<file path="config.mk">
export PLATFORM = sky130hd
export DESIGN_NAME = disp_scan_arbiter
export DESIGN_NICKNAME = d
export VERILOG_FILES = /design/src/rtl/disp_scan_arbiter.sv
export SDC_FILE = /design/constraint.sdc
export NUM_CORES = 1
export LEC_CHECK = 0
export ABC_AREA = 1
export CORE_MARGIN = 2
export CORE_UTILIZATION = 55
export CTS_CLUSTER_SIZE = 28
export DETAILED_ROUTE_END_ITERATION = 8
export PLACE_DENSITY = 0.85
export SYNTH_ARGS = -nofsm -noshare
export SYNTH_HDL_FRONTEND = slang
export SYNTH_SLANG_ARGS = --single-unit
</file>
<file path="constraint.sdc">
create_clock -name clk -period 3.01 [get_ports clk]
set_clock_uncertainty 0.2 [all_clocks]
set_input_delay 0.602 -clock clk [delete_from_list [all_inputs] [get_ports clk]]
set_output_delay 0.602 -clock clk [all_outputs]
set_load 0.03 [all_outputs]
</file>
<file path="src/rtl/disp_scan_arbiter.sv">
// disp_scan_arbiter: two-port round-robin write arbiter into an 8x4-bit digit
// buffer, plus a prescaled scan scheduler driving the anodes of an 8-digit
// common-anode 7-segment display and the nibble for the segment decoder.
module disp_scan_arbiter #(
    parameter int DIV = 100000
) (
    input  logic       clk,
    input  logic       rst,
    input  logic       req0,
    input  logic [2:0] addr0,
    input  logic [3:0] data0,
    output logic       ack0,
    input  logic       req1,
    input  logic [2:0] addr1,
    input  logic [3:0] data1,
    output logic       ack1,
    input  logic [7:0] en,
    output logic [7:0] an,
    output logic [3:0] hex,
    output logic       frame
);

    localparam int PW = (DIV > 2) ? $clog2(DIV) : 1;
    localparam logic [PW-1:0] PMAX = PW'(DIV - 1);

    logic [3:0]    digit_buf [8];
    logic          last;
    logic [PW-1:0] p;
    logic [2:0]    d;
    logic          elig0, elig1;
    logic          gnt0, gnt1;
    logic          p_wrap;

    // Eligibility and round-robin grant: a requester is blocked while its own
    // ack is high, and ties go to whoever did not win most recently.
    always_comb begin
        elig0 = req0 & ~ack0;
        elig1 = req1 & ~ack1;
        gnt0  = elig0 & (~elig1 | last);
        gnt1  = elig1 & (~elig0 | ~last);
    end

    // Write port: at most one buffer write per edge, ack pulses one cycle.
    always_ff @(posedge clk) begin
        if (!rst) begin
            ack0 <= 1'b0;
            ack1 <= 1'b0;
            last <= 1'b1;
            for (int i = 0; i < 8; i++) begin
                digit_buf[i] <= 4'h0;
            end
        end else begin
            ack0 <= gnt0;
            ack1 <= gnt1;
            if (gnt0) begin
                digit_buf[addr0] <= data0;
                last             <= 1'b0;
            end else if (gnt1) begin
                digit_buf[addr1] <= data1;
                last             <= 1'b1;
            end
        end
    end

    // Prescaler end-of-slot decode.
    always_comb begin
        p_wrap = (p == PMAX);
    end

    // Scan scheduler: prescaler counts DIV cycles per digit slot, then the
    // digit counter advances; independent of write traffic.
    always_ff @(posedge clk) begin
        if (!rst) begin
            p <= '0;
            d <= 3'd0;
        end else if (p_wrap) begin
            p <= '0;
            d <= d + 3'd1;
        end else begin
            p <= p + PW'(1);
        end
    end

    // Display outputs: masked digits keep their slot but leave anodes off;
    // frame marks the last cycle before the scan wraps back to digit 0.
    always_comb begin
        an    = en[d] ? ~(8'h01 << d) : 8'hFF;
        hex   = digit_buf[d];
        frame = p_wrap & (d == 3'd7);
    end

endmodule

</file>
Word-level counts from Yosys, hierarchy flattened:

Memories as Yosys holds them, arrays and structs flattened. A register that Yosys moved wholly into a read port is not among the register bits.
Cells that the tools add are included.

* register bits after elaboration: 23
* RAM bits: 32
* input bits: 26
* word-level logic and storage cells: 51
* memories kept: 1

Memory list
* digit_buf: words 8, width 4, read ports 1, clocked after memory_dff 1, write ports 8, RTL line 26 `logic [3:0] digit_buf [8];`

* add/subtract/negate cells: 2
* $lt $le $gt $ge: 1
* equal/unequal tests: 2
* shift-type cells: 1
* mux-type cells: 21
* bitwise operators: 14
* reduce and logical (&&, ||, !) cells: 4

Operators with widths (number)
* adder 17 x 1 -> 17 bit, second input constant: 1
* equality test 17 bit, second input constant: 1
* 2-to-1 mux 1 bit: 13
* 2-to-1 mux 3 bit: 4
* 2-to-1 mux 4 bit: 2
* 2-to-1 mux 8 bit: 1
* NOT 8 bit: 1
* OR reduction 4 bit: 2
* << shifter 1 x 3 -> 8 bit, first input constant: 1
* NOT 1 bit: 6
* bitwise AND 1 bit: 5
* less-than comparator 3 x 4 -> 1 bit, second input constant: 1
* adder 3 x 1 -> 3 bit, second input constant: 1
* binary-select mux 1 bit (select 3 bit): 1
* equality test 3 bit, second input constant: 1
* OR 1 bit: 2
* nonzero test 2 bit: 1
* OR reduction 2 bit: 1

Longest topological paths before layout:

* depth after elaboration: 11
* mapped depth: 10

Least setup slack after synthesis:

No wires, ideal clock.

* path kind: register -> output
* from: reg p[0]
* to: out frame
* arrival: 1.350 ns
* required time: 2.208 ns
* slack: 0.858 ns
* stages on the path, launching flop included: 6
* path through: dfxtp_1 > ha_1 > nand3_1 > inv_1 > nand3_2 > nor2_1

* cells in the longest elaborated chain, start to end: 2

Ends and longest elaborated chain
* start: declaration: RTL line 28 `logic [PW-1:0] p;`
* start signal: assignment: RTL line 80 `p <= p + PW'(1);`
* equality test 17 bit: RTL line 67 `p_wrap = (p == PMAX);`
* bitwise AND 1 bit: RTL line 89 `frame = p_wrap & (d == 3'd7);`
* end: declaration: RTL line 20 `output logic frame`

Every way passes these cells.

Worst setup path after layout:

* from: in en[6]
* to: out an[5]

* cells in the longest elaborated chain, start to end: 3

Ends and longest elaborated chain
* start: declaration: RTL line 17 `input logic [7:0] en,`
* binary-select mux 1 bit (select 3 bit): RTL line 87 `an = en[d] ? ~(8'h01 << d) : 8'hFF;`
* 2-to-1 mux 1 bit (not written as such): RTL line 87
* 2-to-1 mux 8 bit: RTL line 87
* end: declaration: RTL line 18 `output logic [7:0] an,`

Every way passes these cells. The select of a mux whose other input is x is not followed.

==> summary.md <==
| Metric | Value |
|---|---|
| Drc violations | 0 |
| Routed vias | 2625 |
| Hold path cells | 1 |
| YS warnings | 0 |
| Area post-placement | 3546 sq um |
| R2R Setup Slk | 1.06 ns |
| Status | finished, final reports clean |
| Layout cells sized above 1 | 12.94% |
| Syn Nets | 405 |
| Worst endpoint required time | 2.21 ns |
| Worst path cell trace | clkdlybuf4s50_1 > o21ai_0 > o22ai_1 > nand3_1 > clkdlybuf4s50_1 |
| Crit path arrival time | 2.13 ns |
| Worst setup SP type | primary input |
| Detail Placement HPWL | 4.626 mm |
| CTS tree | yes |
| Worst Hold Class | flop to flop |
| Reg2Reg Depth | 9 |
| Post-synth ARST share | 0% |
| R2R Path Start | ack1 |
| Die Span X | 79.01 um |
| Max FO, Critical Path | 4 |
| Bufs on Longest Clock Path | 2 |
| Synth Flop Type | edfxtp_1 |
| Post-Route Setup TNS | 0 ns |
| Routed Antenna Nets | 0 |
| Post-synthesis cell type count | 32 |
| Cell area power density | 446.9 nW/um^2 |
| RSZ-0062 raised after global routing | no |
| Final Cycle Share | 97.40% |
| Worst R2R End | digit_buf[7][0] |
| Vias in the first global route | 2448 |
| Hold Path Origin | p[0] |
| Crit Path Category | primary input to output port |
| Crit path top cell by count | clkdlybuf4s50_1 |
| Largest net degree at the start of global routing | 18 |
| Root buf cell | clkbuf_8 |
| Clock latency on the worst-skew pair | 0.33 ns |
| Grt total ovfl | 0 |
| Drt via density | 5.282 |
| Fmax | 341.1 MHz |
| Final net count | 453 |
| Top cell type by total area after synthesis | edfxtp_1 |
| Gpl congestion | 0.8962 |
| Layout Utilization | 68.59% |
| Die height | 79.01 um |
| Final WL | 6.296 mm |
| Final instance area | 3754 sq um |
| Sink Count | 58 |
| CP Capture Type | output port |
| Syn Std Cell Area | 3094 sq um |
| Pre-antenna DRT Iters | 4 |
| Initial DRC Count | 279 |
| Final Hold Fails | 0 |
| Register area share after synthesis | 47.88% |
| Total power | 0.001677 W |
| Wire length per cell | 12.67 um |
| Final critical-path required period | 2.932 ns |
| Initial Util | 56.54% |
| Total Die Area | 6242 sq um |
| Slew @ Worst Pin | 0.5133 ns |
| Post-synth EDFFs | 32 |
| Global-route wire length before repair | 10.37 mm |
| Number of max-cap violations | 0 |
| CTS buffer count | 9 |
| Clock transition at the registers of the reported paths | 0.06 ns |
| GRT Resource Usage Total | 21.37% |
| Slew margin rel. | 65.77% |
| Area share of the largest cell type after synthesis | 31.06% |
| Synth top area cells | edfxtp_1 (31%), dfxtp_1 (17%), nor2_1 (11%), nand2_1 (7.4%), o21ai_0 (5.0%) |
| Core area | 5473 sq um |
| Final worst slack | 0.07837 ns |
| Leakage | 1.590 nW |
| VDD IR max | 0.2236 mV |
| Hold EP | p[0] |
| Antenna cells | 0 |
| FILL cells | 454 |
| Final Slew Violations | 0 |
| Post-CTS Hold Fix Bufs | 0 |
| Post-synthesis cell count | 372 |
| Register bit total from synthesis | 58 |
| Row Count | 27 |
| PortBufs | 40 |
| Avg Synthesized Cell Area | 8.318 sq um |
| # IOs | 41 |
| H-tree depth | 3 |
| Critical Path Slowest Stage Cell | clkdlybuf4s50_1 |
| CP peak stage delay | 0.61 ns |
| Setup violators final | 0 |
| Setup WS pre-CTS | -0.01410 ns |
| CP startpoint | en[6] |
| Antenna violations before repair | 0 |
| Area growth syn-to-layout | 21.31% |
-- area by class of cell --
cell class / count / area, sq um / share of cell area [%]
flip-flops and latches: 58 / 1484 / 39.53
multi-input cells: 277 / 1448 / 38.57
repair buffers: 45 / 455.4 / 12.13
clock buffers: 15 / 156.4 / 4.167
inverters: 29 / 115.1 / 3.067
well taps: 72 / 90.09 / 2.400
clock inverters: 1 / 5.005 / 0.1333
-- metal layers --
| layer | global-route usage [%] | part of all wire, % | wire length, um |
|---|---|---|---|
| met2 | 35.00 | 48 | 3008 |
| met4 | 12.41 | 0.84 | 53 |
| met5 | 0 | 0 | 0 |
| met3 | 4.432 | 7.2 | 451 |
| met1 | 26.09 | 44 | 2782 |
-- cells in the final DEF, fill, tap and decap left out, types with 2 or more instances in the layout --
| cell | count |
|---|---|
| inv_2 | 2 |
| or2_1 | 3 |
| nand4_1 | 5 |
| clkbuf_1 | 5 |
| clkbuf_8 | 10 |
| nand3_1 | 21 |
| nand2_4 | 5 |
| nand2_2 | 14 |
| xnor2_1 | 2 |
| dlymetal6s2s_1 | 9 |
| dlygate4sd2_1 | 2 |
| o22ai_1 | 2 |
| nand3b_1 | 3 |
| o21ai_2 | 4 |
| nor2_4 | 4 |
| nor3_1 | 4 |
| buf_4 | 4 |
| o21ai_0 | 31 |
| nor2_8 | 3 |
| clkdlybuf4s50_1 | 29 |
| xor2_1 | 3 |
| ha_1 | 7 |
| dfxtp_1 | 24 |
| inv_1 | 25 |
| nor2_1 | 90 |
| edfxtp_1 | 32 |
| a21oi_1 | 9 |
| dfxtp_2 | 2 |
| nand2_1 | 61 |
-- cell usage after synthesis, types with 3 or more instances --
cell type   n
a21oi_1     9
buf_6       3
clkbuf_1    4
dfxtp_1    26
edfxtp_1   32
ha_1        7
inv_1      26
nand2_1    61
nand2_2    14
nand2_4     5
nand3_1    21
nand3b_1    3
nand4_1     5
nor2_1     90
nor2_4      4
nor2_8      3
nor3_1      4
o21ai_0    31
o21ai_2     4
or2_1       3
xor2_1      3
-- flip-flops by register name, summed over array words and instances (netlist names), named ones only --
register / count
ack0: 1
ack1: 1
d: 3
digit_buf: 32
last: 1
p: 17
-- logic make-up after synthesis --
kind of cell | after synthesis | share of synthesized area (%)
compound gates | 47 | 8.209
buf+inv | 37 | 5.337
fa+ha+maj | 7 | 2.830
xor+xnor | 5 | 1.416
flops | 58 | 47.88
simple gates | 218 | 34.33
-- how the worst max path moves through the flow --
stage	end	slack, ns	cells past startpoint
detailed placement	an[7]	-0.01	7
global placement	an[3]	0.002	7
finish	an[5]	0.08	5
CTS	frame	0.005	6
floorplan	frame	0.86	5
global route	an[5]	0.008	5
-- repair_timing --
item / 4_1_cts / 5_1_grt
resized for setup: 2 / 12
endpoints found under the setup margin: 2 / 9
buffers inserted: 0 / 3
cloned: 0 / 0
-- metrics by stage --
step / hold slack [ns] / std cells
after floorplan: 0.2175 / 372
after global placement: 0.2293 / 478
after detailed placement: 0.2368 / 478
after CTS: 0.2509 / 494
after global routing: 0.2902 / 497
final: 0.2479 / 497
-- where the power goes --
group	internal, W	switching, W	total [W]
clock	0.000321	0.000267	0.000589
combinational	0.0000796	0.000125	0.000204
sequential	0.000871	0.0000129	0.000884
-- worst max-delay path: cells and delay by family --
kind | cells | cell delay, ns
buf+inv | 2 | 1.06
compound gates | 2 | 0.36
simple gates | 1 | 0.11
Power figures use the tool's default switching activity.
